**src/rtl/uart_fifo.sv**
```systemverilog
// uart_fifo: single-clock UART with TX/RX FIFOs, start-bit glitch filter and
// sticky framing/overrun flags.
// Optional even parity is enabled by defining UART_PARITY_EN; this adds the
// parity_err output and one extra bit period per frame.
module uart_fifo #(
  parameter int unsigned CLKS_PER_BIT = 234,
  parameter int unsigned DATA_BITS    = 8,
  parameter int unsigned FIFO_DEPTH   = 4,
  parameter int unsigned STOP_BITS    = 1
) (
  input  logic                 full_clk,
  input  logic                 rst_n,
  input  logic                 uart_rx,
  output logic                 uart_tx,
  input  logic [DATA_BITS-1:0] send_in,
  input  logic                 set_send,
  input  logic                 set_recv_clear,
  output logic [DATA_BITS-1:0] recv_out,
  output logic                 get_recv,
  output logic                 send_full,
  output logic                 tx_busy,
  output logic                 frame_err,
  output logic                 overrun,
`ifdef UART_PARITY_EN
  output logic                 parity_err,
`endif
  input  logic                 clear_err
);

  localparam int unsigned CntW  = $clog2(CLKS_PER_BIT);
  localparam int unsigned BitW  = $clog2(DATA_BITS);
  localparam int unsigned AddrW = $clog2(FIFO_DEPTH);
  localparam int unsigned PtrW  = AddrW + 1;

  localparam logic [CntW-1:0] CntLast  = CntW'(CLKS_PER_BIT - 1);
  localparam logic [CntW-1:0] CntHalf  = CntW'(CLKS_PER_BIT / 2 - 1);
  localparam logic [BitW-1:0] BitLast  = BitW'(DATA_BITS - 1);
  localparam logic [1:0]      StopLast = 2'(STOP_BITS - 1);

  typedef enum logic [2:0] {TxIdle, TxStart, TxData, TxParity, TxStop} tx_state_e;
  typedef enum logic [2:0] {RxIdle, RxStart, RxData, RxParity, RxStop, RxBreak} rx_state_e;

  // ---------------------------------------------------------------- TX FIFO
  logic [DATA_BITS-1:0] r_tx_mem [FIFO_DEPTH];
  logic [PtrW-1:0]      r_tx_wptr, r_tx_rptr;
  logic                 w_tx_empty, w_tx_full, w_tx_push, w_tx_pop;
  logic [DATA_BITS-1:0] w_tx_head;

  assign w_tx_empty = (r_tx_wptr == r_tx_rptr);
  assign w_tx_full  = (r_tx_wptr[AddrW] != r_tx_rptr[AddrW]) &&
                      (r_tx_wptr[AddrW-1:0] == r_tx_rptr[AddrW-1:0]);
  assign w_tx_push  = set_send && !w_tx_full;
  assign w_tx_head  = r_tx_mem[r_tx_rptr[AddrW-1:0]];
  assign send_full  = w_tx_full;

  // TX FIFO storage write
  always_ff @(posedge full_clk) begin
    if (w_tx_push) r_tx_mem[r_tx_wptr[AddrW-1:0]] <= send_in;
  end

  // TX FIFO pointers
  always_ff @(posedge full_clk or negedge rst_n) begin
    if (!rst_n) begin
      r_tx_wptr <= '0;
      r_tx_rptr <= '0;
    end else begin
      if (w_tx_push) r_tx_wptr <= r_tx_wptr + PtrW'(1);
      if (w_tx_pop)  r_tx_rptr <= r_tx_rptr + PtrW'(1);
    end
  end

  // ---------------------------------------------------------------- TX FSM
  tx_state_e            r_tx_state, w_tx_state;
  logic [CntW-1:0]      r_tx_cnt, w_tx_cnt;
  logic [BitW-1:0]      r_tx_bit, w_tx_bit;
  logic [1:0]           r_tx_stop, w_tx_stop;
  logic [DATA_BITS-1:0] r_tx_shift, w_tx_shift;
  logic                 r_tx, w_tx_line;
  logic                 w_tx_done;
`ifdef UART_PARITY_EN
  logic                 r_tx_par, w_tx_par;
`endif

  assign w_tx_done = (r_tx_cnt == CntLast);
  assign uart_tx   = r_tx;
  assign tx_busy   = !w_tx_empty || (r_tx_state != TxIdle);

  // TX state register; line is registered so reset forces it high at once
  always_ff @(posedge full_clk or negedge rst_n) begin
    if (!rst_n) begin
      r_tx_state <= TxIdle;
      r_tx_cnt   <= '0;
      r_tx_bit   <= '0;
      r_tx_stop  <= '0;
      r_tx_shift <= '0;
      r_tx       <= 1'b1;
`ifdef UART_PARITY_EN
      r_tx_par   <= 1'b0;
`endif
    end else begin
      r_tx_state <= w_tx_state;
      r_tx_cnt   <= w_tx_cnt;
      r_tx_bit   <= w_tx_bit;
      r_tx_stop  <= w_tx_stop;
      r_tx_shift <= w_tx_shift;
      r_tx       <= w_tx_line;
`ifdef UART_PARITY_EN
      r_tx_par   <= w_tx_par;
`endif
    end
  end

  // TX next state, FIFO pop and line level
  always_comb begin
    w_tx_state = r_tx_state;
    w_tx_cnt   = r_tx_cnt;
    w_tx_bit   = r_tx_bit;
    w_tx_stop  = r_tx_stop;
    w_tx_shift = r_tx_shift;
    w_tx_pop   = 1'b0;
    w_tx_line  = 1'b1;
`ifdef UART_PARITY_EN
    w_tx_par   = r_tx_par;
`endif
    case (r_tx_state)
      TxIdle: begin
        if (!w_tx_empty) begin
          w_tx_pop   = 1'b1;
          w_tx_shift = w_tx_head;
`ifdef UART_PARITY_EN
          w_tx_par   = ^w_tx_head;
`endif
          w_tx_cnt   = '0;
          w_tx_state = TxStart;
        end
      end
      TxStart: begin
        w_tx_line = 1'b0;
        if (w_tx_done) begin
          w_tx_cnt   = '0;
          w_tx_bit   = '0;
          w_tx_state = TxData;
        end else begin
          w_tx_cnt = r_tx_cnt + CntW'(1);
        end
      end
      TxData: begin
        w_tx_line = r_tx_shift[0];
        if (w_tx_done) begin
          w_tx_cnt   = '0;
          w_tx_shift = r_tx_shift >> 1;
          if (r_tx_bit == BitLast) begin
            w_tx_stop = '0;
`ifdef UART_PARITY_EN
            w_tx_state = TxParity;
`else
            w_tx_state = TxStop;
`endif
          end else begin
            w_tx_bit = r_tx_bit + BitW'(1);
          end
        end else begin
          w_tx_cnt = r_tx_cnt + CntW'(1);
        end
      end
`ifdef UART_PARITY_EN
      TxParity: begin
        w_tx_line = r_tx_par;
        if (w_tx_done) begin
          w_tx_cnt   = '0;
          w_tx_state = TxStop;
        end else begin
          w_tx_cnt = r_tx_cnt + CntW'(1);
        end
      end
`endif
      TxStop: begin
        if (w_tx_done) begin
          w_tx_cnt = '0;
          if (r_tx_stop == StopLast) begin
            // Chain straight into the next frame so queued bytes have no gap
            if (!w_tx_empty) begin
              w_tx_pop   = 1'b1;
              w_tx_shift = w_tx_head;
`ifdef UART_PARITY_EN
              w_tx_par   = ^w_tx_head;
`endif
              w_tx_state = TxStart;
            end else begin
              w_tx_state = TxIdle;
            end
          end else begin
            w_tx_stop = r_tx_stop + 2'd1;
          end
        end else begin
          w_tx_cnt = r_tx_cnt + CntW'(1);
        end
      end
      default: w_tx_state = TxIdle;
    endcase
  end

  // ---------------------------------------------------------------- RX FIFO
  logic [DATA_BITS-1:0] r_rx_mem [FIFO_DEPTH];
  logic [PtrW-1:0]      r_rx_wptr, r_rx_rptr;
  logic                 w_rx_empty, w_rx_full, w_rx_push, w_rx_pop;
  logic [DATA_BITS-1:0] r_rx_shift, w_rx_shift;

  assign w_rx_empty = (r_rx_wptr == r_rx_rptr);
  assign w_rx_full  = (r_rx_wptr[AddrW] != r_rx_rptr[AddrW]) &&
                      (r_rx_wptr[AddrW-1:0] == r_rx_rptr[AddrW-1:0]);
  assign w_rx_pop   = set_recv_clear && !w_rx_empty;
  assign get_recv   = !w_rx_empty;
  assign recv_out   = w_rx_empty ? '0 : r_rx_mem[r_rx_rptr[AddrW-1:0]];

  // RX FIFO storage write
  always_ff @(posedge full_clk) begin
    if (w_rx_push) r_rx_mem[r_rx_wptr[AddrW-1:0]] <= r_rx_shift;
  end

  // RX FIFO pointers
  always_ff @(posedge full_clk or negedge rst_n) begin
    if (!rst_n) begin
      r_rx_wptr <= '0;
      r_rx_rptr <= '0;
    end else begin
      if (w_rx_push) r_rx_wptr <= r_rx_wptr + PtrW'(1);
      if (w_rx_pop)  r_rx_rptr <= r_rx_rptr + PtrW'(1);
    end
  end

  // ---------------------------------------------------------------- RX FSM
  logic            r_rx_meta, r_rx_sync;
  rx_state_e       r_rx_state, w_rx_state;
  logic [CntW-1:0] r_rx_cnt, w_rx_cnt;
  logic [BitW-1:0] r_rx_bit, w_rx_bit;
  logic            w_rx_done, w_frame_set, w_overrun_set;
  logic            r_frame_err, r_overrun;
`ifdef UART_PARITY_EN
  logic            r_rx_par_bad, w_rx_par_bad, w_par_set, r_parity_err;
  assign parity_err = r_parity_err;
`endif

  assign w_rx_done = (r_rx_cnt == CntLast);
  assign frame_err = r_frame_err;
  assign overrun   = r_overrun;

  // Two-flop synchroniser for the asynchronous serial input
  always_ff @(posedge full_clk or negedge rst_n) begin
    if (!rst_n) begin
      r_rx_meta <= 1'b1;
      r_rx_sync <= 1'b1;
    end else begin
      r_rx_meta <= uart_rx;
      r_rx_sync <= r_rx_meta;
    end
  end

  // RX state register
  always_ff @(posedge full_clk or negedge rst_n) begin
    if (!rst_n) begin
      r_rx_state   <= RxIdle;
      r_rx_cnt     <= '0;
      r_rx_bit     <= '0;
      r_rx_shift   <= '0;
`ifdef UART_PARITY_EN
      r_rx_par_bad <= 1'b0;
`endif
    end else begin
      r_rx_state   <= w_rx_state;
      r_rx_cnt     <= w_rx_cnt;
      r_rx_bit     <= w_rx_bit;
      r_rx_shift   <= w_rx_shift;
`ifdef UART_PARITY_EN
      r_rx_par_bad <= w_rx_par_bad;
`endif
    end
  end

  // RX next state, sampling and push/error decisions
  always_comb begin
    w_rx_state    = r_rx_state;
    w_rx_cnt      = r_rx_cnt;
    w_rx_bit      = r_rx_bit;
    w_rx_shift    = r_rx_shift;
    w_rx_push     = 1'b0;
    w_frame_set   = 1'b0;
    w_overrun_set = 1'b0;
`ifdef UART_PARITY_EN
    w_rx_par_bad  = r_rx_par_bad;
    w_par_set     = 1'b0;
`endif
    case (r_rx_state)
      RxIdle: begin
        if (!r_rx_sync) begin
          w_rx_cnt   = '0;
          w_rx_state = RxStart;
        end
      end
      RxStart: begin
        // Mid-bit recheck rejects short low glitches
        if (r_rx_cnt == CntHalf) begin
          if (r_rx_sync) begin
            w_rx_state = RxIdle;
          end else begin
            w_rx_cnt   = '0;
            w_rx_bit   = '0;
            w_rx_state = RxData;
          end
        end else begin
          w_rx_cnt = r_rx_cnt + CntW'(1);
        end
      end
      RxData: begin
        if (w_rx_done) begin
          w_rx_cnt   = '0;
          w_rx_shift = {r_rx_sync, r_rx_shift[DATA_BITS-1:1]};
          if (r_rx_bit == BitLast) begin
`ifdef UART_PARITY_EN
            w_rx_state = RxParity;
`else
            w_rx_state = RxStop;
`endif
          end else begin
            w_rx_bit = r_rx_bit + BitW'(1);
          end
        end else begin
          w_rx_cnt = r_rx_cnt + CntW'(1);
        end
      end
`ifdef UART_PARITY_EN
      RxParity: begin
        if (w_rx_done) begin
          w_rx_cnt     = '0;
          w_rx_par_bad = r_rx_sync ^ (^r_rx_shift);
          w_rx_state   = RxStop;
        end else begin
          w_rx_cnt = r_rx_cnt + CntW'(1);
        end
      end
`endif
      RxStop: begin
        if (w_rx_done) begin
          w_rx_cnt = '0;
          if (r_rx_sync) begin
            w_rx_state = RxIdle;
`ifdef UART_PARITY_EN
            if (r_rx_par_bad) w_par_set = 1'b1;
            else
`endif
            // A same-cycle pop frees a slot, so a full FIFO still accepts
            if (w_rx_full && !w_rx_pop) w_overrun_set = 1'b1;
            else                        w_rx_push     = 1'b1;
          end else begin
            w_frame_set = 1'b1;
            w_rx_state  = RxBreak;
          end
        end else begin
          w_rx_cnt = r_rx_cnt + CntW'(1);
        end
      end
      RxBreak: begin
        if (r_rx_sync) w_rx_state = RxIdle;
      end
      default: w_rx_state = RxIdle;
    endcase
  end

  // Sticky error flags; a new error wins over a same-cycle clear
  always_ff @(posedge full_clk or negedge rst_n) begin
    if (!rst_n) begin
      r_frame_err  <= 1'b0;
      r_overrun    <= 1'b0;
`ifdef UART_PARITY_EN
      r_parity_err <= 1'b0;
`endif
    end else begin
      if (w_frame_set)    r_frame_err <= 1'b1;
      else if (clear_err) r_frame_err <= 1'b0;
      if (w_overrun_set)  r_overrun   <= 1'b1;
      else if (clear_err) r_overrun   <= 1'b0;
`ifdef UART_PARITY_EN
      if (w_par_set)      r_parity_err <= 1'b1;
      else if (clear_err) r_parity_err <= 1'b0;
`endif
    end
  end

endmodule
```
**config.mk**
```make
export PLATFORM = sky130hd
export DESIGN_NAME = uart_fifo
export DESIGN_NICKNAME = d
export VERILOG_FILES = /design/src/rtl/uart_fifo.sv
export SDC_FILE = /design/constraint.sdc
export NUM_CORES = 1
export LEC_CHECK = 0
export CORE_ASPECT_RATIO = 1.4
export CORE_MARGIN = 2
export CORE_UTILIZATION = 45
export CTS_CLUSTER_DIAMETER = 200
export CTS_CLUSTER_SIZE = 16
export DETAILED_ROUTE_END_ITERATION = 8
export PLACE_DENSITY = 0.7
export SLEW_MARGIN = 10
export SYNTH_ARGS = -nofsm -noshare
export SYNTH_HDL_FRONTEND = slang
export SYNTH_SLANG_ARGS = --single-unit
```
**constraint.sdc**
```tcl
create_clock -name full_clk -period 4.78 [get_ports full_clk]
set_input_delay 0.956 -clock full_clk [delete_from_list [all_inputs] [get_ports full_clk]]
set_output_delay 0.956 -clock full_clk [all_outputs]
set_load 0.02 [all_outputs]
```
==> results_dict.tcl, run 1 <==
set metrics [dict create \
    synthFlopType "edfxtp_1" \
    cts_resized 0 \
    min_path_type "reg2reg" \
    slew_violations 0 \
    worstPathMaxFanout 11 \
    insertion_delay_ps 410 \
    gr-usage-all-layers_pct 15.0 \
    cpLargestDelayFamily "simple AND/OR/NAND/NOR gates" \
    coreArea_um2 12800 \
    layout.nets 476 \
    cts_tree "built" \
    clk_pin_slew_ps 50 \
    synthToLayoutAreaGrowth_pct 16.5 \
    holdPathStages 0 \
    cts-root-buf "clkbuf_16" \
    fin_crit_ps 3520 \
    drc 0 \
    grt_pass1_vias 3414 \
    numCtsBuffers 17 \
    synth-edff-count 64 \
    cts_sinks 127 \
    antenna_found_initial 0 \
    critical_path_buf_inv_count 1 \
    final_cell_mix "edfxtp_1, dfrtp_1, nand2_1, clkdlybuf4s50_1, mux2_2" \
    chipHeight_um 139 \
    cp.depth 5 \
    clockBufferDepth 2 \
    cp_slowest_cell "dfrtp_1" \
    drtPass1Iterations 4 \
    synth_cell_types 62 \
    clock_skew_ps 7.36 \
    vdd_ir_drop_max_mv 0.305 \
    crit_chain "xor2_1 -> nor2_1 -> nand2_1 -> and2_1 -> clkdlybuf4s50_1" \
    async_flop_share_pct 49.6 \
    grt_overflow_total 0 \
    critical_path_class "reg2out" \
    die-area_um2 13900 \
    grt_max_degree 64 \
    tns_ps 0 \
    required_ps 3820 \
    relSlewSlack_pct 45.3 \
    antenna_cells 0 \
    r2r.worst_path.cells 4 \
    setup_violations 0 \
    grt_first_pass_wirelength_um 16300 \
    wl_per_cell_um 15.4 \
    n_fill_cell 1073 \
    status "finished, final reports clean" \
    drive_above_1_share_pct 19.6 \
    rsz0062_at_grt "false" \
    fin_crit_sh_pct 73.6 \
    cp-start-kind "register" \
    final_common_cell "edfxtp_1" \
    cpPeakStageDelay_ps 710 \
    p_per_area_nw_per_um2 401 \
    port_buffers 27 \
    die_w_um 100 \
    drtIter0Drc 151 \
    yosys_warnings 0 \
    drtAntennaViolNets 0 \
    worst_slew_pin_slew_ps 821 \
    syn_avg_cell_area_um2 14.1 \
    cap_violations 0 \
    stdcell_area_um2 6790 \
    synth-seq-cells 127 \
    via_per_inst 5.48 \
    synth_area_um2 5830 \
    synth_cells 412 \
    io_pins 28 \
    fmax_mhz 284 \
    cts_post_setup_buffers_inserted 0 \
    rows 49 \
    postCtsHoldBufs 0 \
    dpl_cell_area_um2 6180 \
    gp_congestion 0.805 \
    wl_um 9380 \
    critPathArrivalTime_ps 2560 \
    start_util_pct 45.7 \
    leakage_nw 2.76 \
    h-tree-depth 4 \
    finalHoldViolations 0 \
    end_kind "primary output" \
    syn_nets 446 \
    vias 3329 \
    hpwl_um 6300 \
    ys_seq_area_share_pct 60.1 \
]
area by class of cell:
cell class                      count  area, um^2  share of cell area (%)
Inverter                           13        48.8                   0.719
Tap cell                          153         191                    2.82
Clock inverter                     12         160                    2.36
Multi-Input combinational cell    255        2160                    31.9
Timing Repair Buffer               28         273                    4.02
Sequential cell                   127        3500                    51.6
Clock buffer                       20         447                    6.58
per-layer routing:
layer / global-route usage [%] / share of wire [%] / vias to the layer above
li1: - / - / 1597
met1: 17.6 / 42 / 1664
met2: 25.4 / 52 / 51
met3: 4.18 / 3.3 / 17
met4: 6.78 / 2.1 / 0
met5: 0 / 0 / -
cells by family after synthesis:
| group | synth area share, % |
|---|---|
| AOI/OAI and AO/OA | 7.28 |
| xor gates and xnor gates | 2.53 |
| adders and majority gates | 4.29 |
| buffers and inverters | 2.75 |
| DFF | 60.1 |
| muxes | 11.6 |
| and+or+nand+nor | 11.4 |
Yosys cell counts, types with 3 or more instances:
library cell   n  area share (%)
nor3b_1        6            0.77
dfstp_2        3             1.4
dfrtp_1       60              26
a21o_1         7            0.90
buf_2          6            0.52
ha_1          20             4.3
o21ai_0       15             1.3
and3_2         3            0.39
nor2_1        13            0.84
nand2_1       26             1.7
nand3_1       13             1.1
a31oi_1        4            0.43
nor3_1         4            0.34
mux4_2        13             5.0
a21oi_1        9            0.77
xnor2_1       12             1.8
nor2b_1        3            0.32
mux4_1         3             1.4
clkbuf_1       4            0.26
xor2_1         3            0.45
mux2_2        25             4.8
nand4_1        4            0.43
buf_4          4            0.52
and3_1         4            0.43
nand2b_1       9            0.97
o22ai_1        4            0.43
inv_1         13            0.84
edfxtp_1      64              33
a22o_1         4            0.60
and2_1        17             1.8
final timing paths:
path	start	end	slack [ps]
max	r_rx_rptr[0]	recv_out[1]	1260
max in group asynchronous	rst_n	r_rx_rptr[2]	3510
min reg2reg	r_rx_meta	r_rx_sync	360
max reg2reg	r_rx_cnt[4]	r_rx_mem[0][1]	2460
min	r_rx_meta	r_rx_sync	360
min in group asynchronous	rst_n	r_tx_wptr[0]	700
worst register-to-register path: stages (launching register included):
cell and delay [ps]:
dfrtp_1 480, nor3b_4 260, nand4_4 210, a2111oi_4 550, and2_1 460
state kept, by name (all words and copies together), names as in the netlist:
register	cells
r_tx_state	3
r_tx_stop	2
frame_err	1
r_rx_mem	32
r_tx_bit	3
r_rx_bit	3
r_tx_rptr	3
r_rx_cnt	8
r_tx_cnt	8
r_tx_shift	8
r_rx_wptr	3
r_rx_sync	1
r_rx_state	3
r_rx_meta	1
r_tx_mem	32
r_tx_wptr	3
r_rx_rptr	3
r_rx_shift	8
uart_tx	1
overrun	1
metrics by stage:
step / cells / utilization (%) / hold slack (ps) / setup WS [ps] / total power [mW]
after floorplan: 412 / - / 345 / 2320 / 1.37
after detailed placement: 576 / 48.5 / 349 / 1600 / 1.45
after CTS: 608 / 53.2 / 358 / 1160 / 2.76
final: 608 / 53.2 / 358 / 1260 / 2.72
after global placement: 576 / 48.5 / 348 / 1730 / 1.44
after global routing: 608 / 53.2 / 365 / 947 / 2.83
power by group:
part | internal (mW) | total (mW) | switching [mW] | leakage (nW)
Sequential | 1.22 | 1.25 | 0.0263 | 1.48
Combinational | 0.0738 | 0.175 | 0.101 | 0.999
Clock | 0.837 | 1.30 | 0.465 | 0.283
Total | 2.13 | 2.72 | 0.592 | 2.76
Note: power is estimated with default switching activity, not from simulation.
==> inputs of run 2 (changes only) <==
==> constraint.sdc (replaced) <==
create_clock -name full_clk -period 3.5 [get_ports full_clk]
set_input_delay 0.7 -clock full_clk [delete_from_list [all_inputs] [get_ports full_clk]]
set_output_delay 0.7 -clock full_clk [all_outputs]
set_load 0.02 [all_outputs]
==> results_dict.tcl, run 2 (synthesized netlist as in run 1, its figures left out) <==
set metrics [dict create \
    critical_path_buf_inv_count 1 \
    grt_pass1_vias 3420 \
    cp_slowest_cell "dfrtp_1" \
    cp-start-kind "register" \
    rsz0062_at_grt "false" \
    worstPathMaxFanout 11 \
    min_path_type "in2async" \
    vdd_ir_drop_max_mv 0.346 \
    die_w_um 100 \
    antenna_cells 0 \
    die-area_um2 13900 \
    wl_per_cell_um 15.6 \
    tns_ps 0 \
    cts-root-buf "clkbuf_16" \
    critical_path_class "reg2out" \
    vias 3333 \
    cpLargestDelayFamily "simple AND/OR/NAND/NOR gates" \
    fin_crit_sh_pct 90.1 \
    hpwl_um 6480 \
    gp_congestion 0.807 \
    clockBufferDepth 2 \
    drtAntennaViolNets 0 \
    final_cell_mix "edfxtp_1, dfrtp_1, nand2_1, clkdlybuf4s50_1, mux2_2" \
    setup_violations 0 \
    fin_crit_ps 3160 \
    drive_above_1_share_pct 18.5 \
    holdWs_ps 240 \
    drtPass1Iterations 4 \
    final_cells 608 \
    end_kind "primary output" \
    worst_slew_pin_slew_ps 587 \
    leakage_nw 2.73 \
    cts_sinks 127 \
    layout.nets 477 \
    cts_post_setup_buffers_inserted 0 \
    critPathArrivalTime_ps 2460 \
    via_per_inst 5.48 \
    chipHeight_um 139 \
    io_pins 28 \
    drtIter0Drc 157 \
    finalHoldViolations 0 \
    clk_pin_slew_ps 60 \
    required_ps 2800 \
    relSlewSlack_pct 60.7 \
    cap_violations 0 \
    numCtsBuffers 17 \
    start_util_pct 45.7 \
    status "finished, final reports clean" \
    crit_chain "xor2_1 -> nor2_1 -> nand2_1 -> and2_1 -> clkdlybuf4s50_1" \
    drc 0 \
    postCtsHoldBufs 0 \
    cts_tree "built" \
    coreArea_um2 12800 \
    final_common_cell "edfxtp_1" \
    h-tree-depth 4 \
    wl_um 9460 \
    cpPeakStageDelay_ps 530 \
    fin_util_pct 52.6 \
    grt_first_pass_wirelength_um 16400 \
    slew_violations 0 \
    grt_max_degree 44 \
    p_per_area_nw_per_um2 518 \
    grt_overflow_total 0 \
    insertion_delay_ps 410 \
    n_fill_cell 1060 \
    port_buffers 27 \
    gr-usage-all-layers_pct 15.2 \
    rows 49 \
    fmax_mhz 317 \
    synthToLayoutAreaGrowth_pct 15.0 \
    antenna_found_initial 0 \
    dp_cells 577 \
    clock_skew_ps 11.1 \
]
run 2: changes by cell type in the layout (fill, tap and decap cells not counted), sizes merged:
cell,delta
clkbuf,+1
bufinv,-2
inv,-2
clkinv,+5
clkinvlp,-3
buf,+1
run 2: layer usage:
metal | share of wire, % | vias up | GRT usage, %
met2 | 55 | 43 | 26.1
met4 | 1.4 | 0 | 5.48
met1 | 41 | 1676 | 18.0
met5 | 0 | - | 0
li1 | - | 1600 | -
met3 | 2.7 | 14 | 4.28
run 2: path summary, 6_finish.rpt:
kind                         startpoint              to  slack [ps]  depth (start not counted)
setup / recovery           r_rx_rptr[1]     recv_out[1]         340                          5
hold / removal                    rst_n    r_tx_wptr[0]         240                          1
setup reg to reg            r_rx_cnt[1]  r_rx_mem[0][1]        1190                          5
hold reg to reg               r_rx_meta       r_rx_sync         360                          0
max in group asynchronous         rst_n    r_rx_rptr[0]        2320                          2
min in group full_clk         r_rx_meta       r_rx_sync         360                          0
run 2: where the power goes:
group | switching (mW) | internal, mW
clock | 0.573 | 0.954
sequential | 0.0360 | 1.67
combinational | 0.138 | 0.0994
run 2: layout make-up:
type / count / area [um^2] / share of cell area, %
sequential: 127 / 3500 / 52.3
tap: 153 / 191 / 2.86
inverter: 13 / 48.8 / 0.728
clock inverter: 10 / 72.6 / 1.08
timing repair buffer: 29 / 280 / 4.18
clock buffer: 21 / 440 / 6.57
multi-input combinational: 255 / 2160 / 32.3
run 2: through the flow:
stage / instance area (um^2) / power [mW] / worst slack, ps
6_report: 6700 / 3.47 / 345
5_1_grt: 6700 / 3.61 / 123
4_1_cts: 6700 / 3.52 / 138
3_5_place_dp: 6190 / 1.98 / 576
3_3_place_gp: 6190 / 1.96 / 700
2_1_floorplan: 5830 / 1.88 / 1300
run 2: timing repair:
action                     CTS  global route
hold endpoints to repair     0             0
resized for setup            0             1
setup endpoints to repair    0             8
